File: config.mk
export PLATFORM = sky130hd
export DESIGN_NAME = mat_mul_sequencer
export DESIGN_NICKNAME = d
export VERILOG_FILES = /design/src/rtl/mat_mul_sequencer.sv
export SDC_FILE = /design/constraint.sdc
export NUM_CORES = 1
export LEC_CHECK = 0
export CAP_MARGIN = 10
export CORE_MARGIN = 2
export CORE_UTILIZATION = 40
export DETAILED_ROUTE_END_ITERATION = 16
export PLACE_DENSITY_LB_ADDON = 0.2
export SYNTH_ARGS = -nofsm -noshare
export SYNTH_HDL_FRONTEND = slang
export SYNTH_SLANG_ARGS = --single-unit
File: constraint.sdc
create_clock -name clk -period 8.59 [get_ports clk]
set_input_delay 1.718 -clock clk [delete_from_list [all_inputs] [get_ports clk]]
set_output_delay 1.718 -clock clk [all_outputs]
set_load 0.01 [all_outputs]
File: src/rtl/mat_mul_sequencer.sv
// Command-driven sequencer for matrix_ctrl / matrix_mul: LOAD, VERT and MATMUL commands.
// Optional stack push before LOAD is compiled in with `define MAT_SEQ_PUSH_EN.
module mat_mul_sequencer #(
  parameter int MUL_LAT    = 4,
  parameter int ROW_STRIDE = 16
) (
  input  logic        clk,
  input  logic        rst,
  input  logic        cmd_valid,
  output logic        cmd_ready,
  input  logic [1:0]  cmd_op,
  input  logic        cmd_mode,
  input  logic        cmd_push,
  input  logic [31:0] cmd_addr,
  input  logic [15:0] cmd_count,
  output logic [31:0] bram_addr,
  output logic        load_en,
  output logic        push_en,
  output logic        mul_en,
  output logic        mul_type,
  output logic        matrix_mode,
  output logic        vert_valid,
  output logic [15:0] vert_index,
  output logic        busy,
  output logic        done,
  output logic        err
);

  typedef enum logic [2:0] {
    S_IDLE, S_PUSH, S_LOAD, S_VERT, S_MAT, S_DRAIN, S_DONE
  } state_t;

  state_t      state_reg, state_next;
  logic [31:0] base_reg, base_next;
  logic [15:0] count_reg, count_next;
  logic [15:0] idx_reg, idx_next;
  logic        err_flag_reg, err_flag_next;
  logic        mode_next;
  logic        push_req;
  logic        pipe_busy;

  logic        load_en_next, push_en_next, mul_en_next, mul_type_next;
  logic        done_next, err_next;
  logic [31:0] bram_addr_next;

`ifdef MAT_SEQ_PUSH_EN
  assign push_req = cmd_push;
`else
  logic unused_cmd_push;
  assign unused_cmd_push = cmd_push;
  assign push_req        = 1'b0;
`endif

  assign cmd_ready = (state_reg == S_IDLE);
  assign busy      = (state_reg != S_IDLE);

  always_ff @(posedge clk or posedge rst) begin
    if (rst) begin
      state_reg    <= S_IDLE;
      base_reg     <= 32'd0;
      count_reg    <= 16'd0;
      idx_reg      <= 16'd0;
      err_flag_reg <= 1'b0;
      matrix_mode  <= 1'b0;
    end else begin
      state_reg    <= state_next;
      base_reg     <= base_next;
      count_reg    <= count_next;
      idx_reg      <= idx_next;
      err_flag_reg <= err_flag_next;
      matrix_mode  <= mode_next;
    end
  end

  always_comb begin
    state_next    = state_reg;
    base_next     = base_reg;
    count_next    = count_reg;
    idx_next      = idx_reg;
    err_flag_next = err_flag_reg;
    mode_next     = matrix_mode;
    case (state_reg)
      S_IDLE: begin
        if (cmd_valid) begin
          base_next     = cmd_addr;
          count_next    = cmd_count;
          mode_next     = cmd_mode;
          err_flag_next = (cmd_op == 2'b11);
          idx_next      = 16'd0;
          case (cmd_op)
            2'b00:   state_next = push_req ? S_PUSH : S_LOAD;
            2'b01:   state_next = (cmd_count == 16'd0) ? S_DONE : S_VERT;
            2'b10:   state_next = S_MAT;
            default: state_next = S_DONE;
          endcase
        end
      end
      S_PUSH: begin
        state_next = S_LOAD;
        idx_next   = 16'd0;
      end
      S_LOAD: begin
        if (idx_reg == 16'd3) state_next = S_DONE;
        else                  idx_next   = idx_reg + 16'd1;
      end
      S_VERT: begin
        if (idx_reg == count_reg - 16'd1) state_next = S_DRAIN;
        else                              idx_next   = idx_reg + 16'd1;
      end
      S_MAT:   state_next = S_DRAIN;
      S_DRAIN: if (!pipe_busy) state_next = S_DONE;
      S_DONE:  state_next = S_IDLE;
      default: state_next = S_IDLE;
    endcase
  end

  // Strobes are decoded from the next state so they land in registers aligned with the state.
  always_comb begin
    load_en_next   = (state_next == S_LOAD);
    push_en_next   = (state_next == S_PUSH);
    mul_en_next    = (state_next == S_VERT) || (state_next == S_MAT);
    mul_type_next  = (state_next == S_MAT);
    done_next      = (state_next == S_DONE);
    err_next       = (state_next == S_DONE) && err_flag_next;
    bram_addr_next = 32'd0;
    if (load_en_next || mul_en_next)
      bram_addr_next = base_next + 32'(idx_next) * 32'(ROW_STRIDE);
  end

  always_ff @(posedge clk or posedge rst) begin
    if (rst) begin
      load_en   <= 1'b0;
      push_en   <= 1'b0;
      mul_en    <= 1'b0;
      mul_type  <= 1'b0;
      done      <= 1'b0;
      err       <= 1'b0;
      bram_addr <= 32'd0;
    end else begin
      load_en   <= load_en_next;
      push_en   <= push_en_next;
      mul_en    <= mul_en_next;
      mul_type  <= mul_type_next;
      done      <= done_next;
      err       <= err_next;
      bram_addr <= bram_addr_next;
    end
  end

  // Valid pipe mirrors the multiplier latency; MAT entries occupy it but never report.
  logic        pipe_valid [MUL_LAT];
  logic        pipe_vert  [MUL_LAT];
  logic [15:0] pipe_idx   [MUL_LAT];

  genvar gi;
  generate
    for (gi = 0; gi < MUL_LAT; gi++) begin : g_pipe
      if (gi == 0) begin : g_head
        always_ff @(posedge clk or posedge rst) begin
          if (rst) begin
            pipe_valid[0] <= 1'b0;
            pipe_vert[0]  <= 1'b0;
            pipe_idx[0]   <= 16'd0;
          end else begin
            pipe_valid[0] <= mul_en;
            pipe_vert[0]  <= mul_en & ~mul_type;
            pipe_idx[0]   <= idx_reg;
          end
        end
      end else begin : g_body
        always_ff @(posedge clk or posedge rst) begin
          if (rst) begin
            pipe_valid[gi] <= 1'b0;
            pipe_vert[gi]  <= 1'b0;
            pipe_idx[gi]   <= 16'd0;
          end else begin
            pipe_valid[gi] <= pipe_valid[gi-1];
            pipe_vert[gi]  <= pipe_vert[gi-1];
            pipe_idx[gi]   <= pipe_idx[gi-1];
          end
        end
      end
    end
  endgenerate

  // The last stage drains on the coming edge, so only earlier stages hold DRAIN open.
  always_comb begin
    pipe_busy = 1'b0;
    for (int k = 0; k < MUL_LAT - 1; k++)
      pipe_busy = pipe_busy | pipe_valid[k];
  end

  assign vert_valid = pipe_valid[MUL_LAT-1] & pipe_vert[MUL_LAT-1];
  assign vert_index = vert_valid ? pipe_idx[MUL_LAT-1] : 16'd0;

endmodule

; ---- Word level (Yosys, flattened, before mapping)
; Index checks and enable logic that the tools add are counted.
[word_totals]
reg_bits = 179
inputBits = 55
output_inout_bits = 58
elab_cells = 73
[op_classes]
addsub = 3
n_eq_ne = 15
muxes = 17
bitwise_logic = 5
n_reduce_logical = 8
[op_table]
columns = operator, count
row1 = $mux W32, 3
row2 = $mux W16, 4
row3 = $pmux W16 S4, 1
row4 = $add A32 B20 Y32, 1
row5 = $pmux W3 S6, 1
row6 = $add A16 B1 Y16 const B, 1
row7 = $eq A16 B16 Y1, 1
row8 = $eq A16 B2 Y1 const B, 1
row9 = $logic_not A16 Y1, 1
row10 = $sub A16 B1 Y16 const B, 1
row11 = $mux W3, 5
row12 = $eq A3 B2 Y1 const B, 4
row13 = $eq A3 B3 Y1 const B, 4
row14 = $pmux W3 S3, 1
row15 = $eq A3 B1 Y1 const B, 2
row16 = $eq A2 B2 Y1 const B, 2
row17 = $logic_not A3 Y1, 1
row18 = $reduce_bool A3 Y1, 1
row19 = $and A1 B1 Y1, 2
row20 = $eq A2 B1 Y1 const B, 1
row21 = $logic_not A2 Y1, 1
row22 = $logic_or A1 B1 Y1, 2
row23 = $mux W1, 2
row24 = $or A1 B1 Y1, 2
row25 = 3 further kinds, 3

; ---- Logic depth before layout (Yosys ltp)
[depth]
word_depth = 9
ltp_mapped = 28
depth_no_buf = 24

; ---- Least setup slack after synthesis
; Ideal clock, no wire load.
[synth_timing]
path_type = input port to flip-flop
from = input cmd_valid
to = register bram_addr[25]
arrival_time_ns = 6.141
setup_slack_ns = 2.322
path_stages = 19
n_path_buf = 4
path_cell_list = nor4b_2 clkbuf_1 clkbuf_1 buf_1 clkbuf_1 mux2_2 ha_1 a21o_1 a21oi_1 nor2b_1 nor2_1 nand2_1 nand3_1 o22ai_1 nor3b_1 o31ai_2 a211oi_4 o22ai_1 mux2i_1
[synth_between]
elab_cells_between_ends = 13
[synth_rtl]
columns = element, line_no
row1 = "start, declared", 9  ; input logic cmd_valid,
row2 = $mux W32, 84  ; if (cmd_valid) begin
row3 = $mux W32, 82  ; case (state_reg)
row4 = via base_next[5], 34  ; logic [31:0] base_reg, base_next;
row5 = $add A32 B20 Y32, 127  ; bram_addr_next = base_next + 32'(idx_next) * 32'(ROW_STRIDE);
row6 = $mux W32, 126  ; if (load_en_next || mul_en_next)
row7 = via bram_addr_next[25], 44  ; logic [31:0] bram_addr_next;
row8 = "end signal, assigned", 146  ; bram_addr <= bram_addr_next;
row9 = "end, declared", 16  ; output logic [31:0] bram_addr,
; The timed path passes the listed nets, and every way through them passes these cells.
; A chain may end at the register's enable or synchronous reset.

; ---- Final worst setup path
[layout_timing]
from = register count_reg[0]
to = register bram_addr[21]
[layout_between]
elab_cells_between_ends = 13
[layout_rtl]
columns = element, line_no
row1 = "start, declared", 35  ; logic [15:0] count_reg, count_next;
row2 = "start signal, assigned", 68  ; count_reg <= count_next;
row3 = $sub A16 B1 Y16, 107  ; if (idx_reg == count_reg - 16'd1) state_next = S_DRAIN;
row4 = $eq A16 B16 Y1, 107
row5 = $mux W16, 107
row6 = $pmux W16 S4, 82
row7 = via idx_next[2], 36  ; logic [15:0] idx_reg, idx_next;
row8 = $add A32 B20 Y32, 127
row9 = $mux W32, 126
row10 = via bram_addr_next[21], 44
; The timed path passes the listed nets, and every way through them passes these cells.

==> results.md <==
- The largest buffer count on any clock path is 2.
- The H-tree was split into 4 levels.
- Relative to the synthesized area, the layout overhead comes to 23.42%.
- The share of synthesized cell area in full adder, half adder and majority cells is 0.02774.
- The die width is roughly 150 µm.
- The cell at the root of the clock tree is sky130_fd_sc_hd__clkbuf_16.
- The number of global-route vias before repair is 5,812.
- The post-route worst hold slack is ~0.35 ns.
- The combined global-route utilization of all metal layers is 0.1765.
- After the first detailed-routing iteration, the DRC count stood at 356.
- The switching portion of total power is 0.3752.
- The HPWL reported at the end of detailed placement is 12,800 µm.
- The portion of synthesized area spent on multiplexers is 0.07876.
- The register area share after synthesis is 0.5340.
- The combinational share of power is 0.405.
- The number of enable flip-flop cells after synthesis is 0.
- Dividing the detail-routed wire length by the instance count gives between 15 and 20 µm.
- The overall overflow remaining after global route is 0.
- Of the total synthesized cell area, the portion taken by XOR and XNOR cells is 0.03356.
- The start point of the critical path is count_reg[0].
- The starting utilization of the core area is 0.4106.
- The critical path class is reg -> reg.
- After synthesis, the most frequently instantiated cells are sky130_fd_sc_hd__dfrtp_1, sky130_fd_sc_hd__nand2_1, sky130_fd_sc_hd__nor2_1.
- The peak supply drop is between 150 and 200 µV.
- The clock share of power is 0.232.
- The post-CTS repair timing setup buffer count is 0.
- The finished layout holds between 1,000 and 1,500 standard cells, fillers aside.
- The clock sink count is between 150 and 200.
- The net count of the mapped netlist is about 850.
- The layout has around 1,900 filler cells.
- The register-to-register setup slack is roughly 1.9 ns.
- The number of instances in the synthesized netlist is just under 800.
- The arrival time of the worst setup path is roughly 7 ns.
- The number of hold buffers added after CTS is 0.
- The compound-gate portion of the synthesized area is 0.1202.
- The number of diodes is 0.
- The synthesized-area fraction occupied by and/or/nand/nor cells is 0.1760.
- The capturing point of the worst reg2reg path is bram_addr[21].
- The die area is about 0.022 mm².
- The clock period could shrink to around 6.7 ns.
- The total power is around 3.5 mW.
- In this run the core area contains 52 standard-cell rows.
- ~110 I/O pins were placed.
- The pre-antenna-repair detailed-routing pass consisted of 5 iterations.
- The worst setup skew after layout is roughly 0.015 ns.
- The flow ran to the end, and the final reports show no timing, DRC or antenna violations.
- The die is ~150 µm tall.
- The internal power of the cells totals roughly 2.2 mW.
- STA classifies the critical path startpoint as a flop.
- The clock-pin slew reported for the worst setup and hold paths after clock tree synthesis is around 0.070 ns.
- The worst endpoint required time is 8.93 ns.
- In the synthesized netlist the dominant register cell turns out to be sky130_fd_sc_hd__dfrtp_1.
- The largest family of logic cells by synthesized area is simple AND/OR/NAND/NOR gates.
- The sequential group share of total power is 0.363.
- The placer congestion estimate is 0.8663.
- The post-route clock period utilization is 0.7795.
- The synthesized netlist occupies a cell area of 0.008388 mm².
- Along the worst path, the maximum fanout reaches 11.
- The depth of the worst hold-timing path is 0.
- The number of vias per cell after detailed routing is approximately 5.2.
- The count of nets left with antenna violations after detail routing is 0.
- The fraction of final layout cells sized beyond drive strength 1 is 0.1085.
- The largest net degree at the start of global routing is between 100 and 150.
- Dividing total power by cell area gives a power density of between 300 and 400 mW/mm².
- Dividing the synthesized area by the synthesized cell count gives roughly 11 µm².
- In this run the critical register-to-register path is launched from count_reg[0].
- Setup total negative slack on the finished layout was measured at 0 ns.
- The reported max-cap violation count is 0.
- Counting the buffers created by CTS gives 17.
- The leakage dissipation is ~4.6 nW.
- Setup repair after global routing left no endpoint under its margin.
- The initial antenna violation count is 0.
- The worst hold path begins at pipe_vert[2].
- sky130_fd_sc_hd__dfrtp_1 is the most common cell in the netlist.
- The number of buffer cells added on primary ports is approximately 110.
- In this run the tightest slew margin relative to its limit is 0.3482.
- For the worst-skew pair, the clock arrives at the later sink with an insertion delay of between 0.4 and 0.5 ns.
- The cell type contributing the most total cell area after synthesis is sky130_fd_sc_hd__dfrtp_1.
- After floorplanning, the core was sized to cover between 0.02 and 0.025 mm².
- The first-pass GRT wire length is between 30,000 and 40,000 µm.
- The final route contains 6,081 vias.
- In the final design database the tool counted around 950 nets.
- In the post-synthesis netlist, the biggest area contributors are sky130_fd_sc_hd__dfrtp_1, sky130_fd_sc_hd__mux2_2, sky130_fd_sc_hd__nand2_1.
- The switching power is approximately 1.3 mW.
- The number of cells after detailed placement is between 1,000 and 1,500.
- The post-layout utilization of the core is 0.5067.
- Counting distinct cell types in the post-synthesis netlist gives 75.
- Counting flops and latches in the post-synthesis netlist gives 179.
- The achievable frequency is approximately 0.15 GHz.
- After detailed routing, the number of remaining DRC violations is 0.
- The number of hold violations in the final report is 0.
- The number of warnings reported in the yosys synthesis log is 0.
- For the pin with the worst max-slew slack, the measured transition is just under 1 ns.
- The clock tree from TritonCTS is built.
- The class of the most critical hold timing path is reg -> reg.
- The register with the most flip-flops in the layout has between 60 and 70 of them.
- The worst min-delay path endpoint is pipe_vert[1].
- STA classifies the critical path endpoint as a flop.
- The number of gates resized after CTS was 0.
- Of the post-synthesis cell area, the dominant cell type holds 0.5340.
- The wire length reported by the detailed router is roughly 19,000 µm.
- The max-slew violation total from the final report is 0.
- The proportion of synthesized flip-flops having asynchronous set or reset is 1.000.
- Setup violations remaining at the end of the flow were counted as 0.
- The depth of the most critical reg-to-reg path is 24.
[worst max-delay path by stage]
stage               slack, ns  cells past startpoint             to
floorplan                2.01                      1    base_reg[0]
global placement         2.11                     19  bram_addr[21]
detailed placement       2.05                     19  bram_addr[25]
CTS                      2.00                     24  bram_addr[21]
global route             1.41                     24  bram_addr[21]
finish                   1.89                     24  bram_addr[21]
[critical path, cell delays in order, from the launching register on]
cell,delay [ns]
sky130_fd_sc_hd__dfrtp_1,0.44
sky130_fd_sc_hd__inv_1,0.10
sky130_fd_sc_hd__ha_1,0.21
sky130_fd_sc_hd__nor2b_1,0.60
sky130_fd_sc_hd__a31oi_1,0.16
sky130_fd_sc_hd__a31oi_1,0.19
sky130_fd_sc_hd__nand4_1,0.15
sky130_fd_sc_hd__or3_1,0.52
sky130_fd_sc_hd__or2_1,0.42
sky130_fd_sc_hd__a21oi_1,0.72
sky130_fd_sc_hd__nor2_1,0.07
sky130_fd_sc_hd__o21ai_0,0.15
sky130_fd_sc_hd__o21ai_0,0.15
sky130_fd_sc_hd__ha_1,0.36
sky130_fd_sc_hd__a21oi_1,0.20
sky130_fd_sc_hd__nor2b_1,0.09
sky130_fd_sc_hd__nor2_1,0.27
sky130_fd_sc_hd__nand2_1,0.15
sky130_fd_sc_hd__nand3_1,0.11
sky130_fd_sc_hd__o22ai_1,0.07
sky130_fd_sc_hd__nor3b_1,0.45
sky130_fd_sc_hd__o31ai_2,0.21
sky130_fd_sc_hd__a211oi_4,0.45
sky130_fd_sc_hd__nor2_1,0.11
sky130_fd_sc_hd__a211oi_1,0.25
[placed cells by master, fill, tap and decap left out, types with 5 or more instances in the layout]
master / instances
sky130_fd_sc_hd__mux2i_1: 20
sky130_fd_sc_hd__dfrtp_1: 179
sky130_fd_sc_hd__o211ai_1: 5
sky130_fd_sc_hd__nor4_1: 11
sky130_fd_sc_hd__o21ai_0: 33
sky130_fd_sc_hd__inv_1: 27
sky130_fd_sc_hd__o31ai_1: 8
sky130_fd_sc_hd__and2_1: 12
sky130_fd_sc_hd__o21ai_1: 5
sky130_fd_sc_hd__clkbuf_16: 17
sky130_fd_sc_hd__nor2b_1: 6
sky130_fd_sc_hd__nand3_1: 30
sky130_fd_sc_hd__inv_6: 7
sky130_fd_sc_hd__a21o_1: 6
sky130_fd_sc_hd__xor2_1: 11
sky130_fd_sc_hd__ha_1: 17
sky130_fd_sc_hd__or2_2: 5
sky130_fd_sc_hd__nand4_1: 11
sky130_fd_sc_hd__clkdlybuf4s50_1: 111
sky130_fd_sc_hd__mux2_2: 39
sky130_fd_sc_hd__a21oi_1: 27
sky130_fd_sc_hd__nand2_1: 70
sky130_fd_sc_hd__and3_1: 27
sky130_fd_sc_hd__xnor2_1: 18
sky130_fd_sc_hd__or3_1: 8
sky130_fd_sc_hd__nand2b_1: 16
sky130_fd_sc_hd__nor3b_1: 5
sky130_fd_sc_hd__nor2_1: 52
sky130_fd_sc_hd__o22ai_1: 5
sky130_fd_sc_hd__a31oi_1: 6
sky130_fd_sc_hd__nor3_1: 15
[per-layer routing]
metal,vias to the layer above,track usage,part of all wire
met4,0,0.05286,0.015
met1,2903,0.2556,0.49
met3,18,0.03425,0.052
met2,159,0.2708,0.45
met5,-,0,0
li1,3001,-,-
[through the flow]
step,area (µm²),setup slack [ns]
after floorplan,8388,2.013
after CTS,10350,2.000
after global routing,10350,1.409
final,10350,1.894
after global placement,9741,2.114
after detailed placement,9741,2.047
[layout make-up]
class | count | area, µm² | share of cell area
well taps | 270 | 337.8 | 0.03263
clock inverters | 15 | 186.4 | 0.01801
inverters | 29 | 113.9 | 0.01100
clock buffers | 17 | 425.4 | 0.04109
flip-flops and latches | 179 | 4479 | 0.4327
multi-input cells | 540 | 3676 | 0.3551
repair buffers | 114 | 1134 | 0.1095
[power by group through the flow]
stage          sequential [mW]  clock, mW  combinational (mW)
3_5_place_dp              1.27          0                1.41
6_report                  1.26      0.804                1.41
3_3_place_gp              1.27          0                1.40
2_1_floorplan             1.24          0               0.989
5_1_grt                   1.30      0.864                1.57
4_1_cts                   1.26      0.825                1.42
[cells by family after synthesis]
logic type	count (synthesis)
other	1
and+or+nand+nor	285
AOI/OAI and AO/OA	145
xor gates and xnor gates	30
buffers and inverters	62
DFF	179
muxes	61
adders and majority gates	18
(Power assumes the default switching activity.)
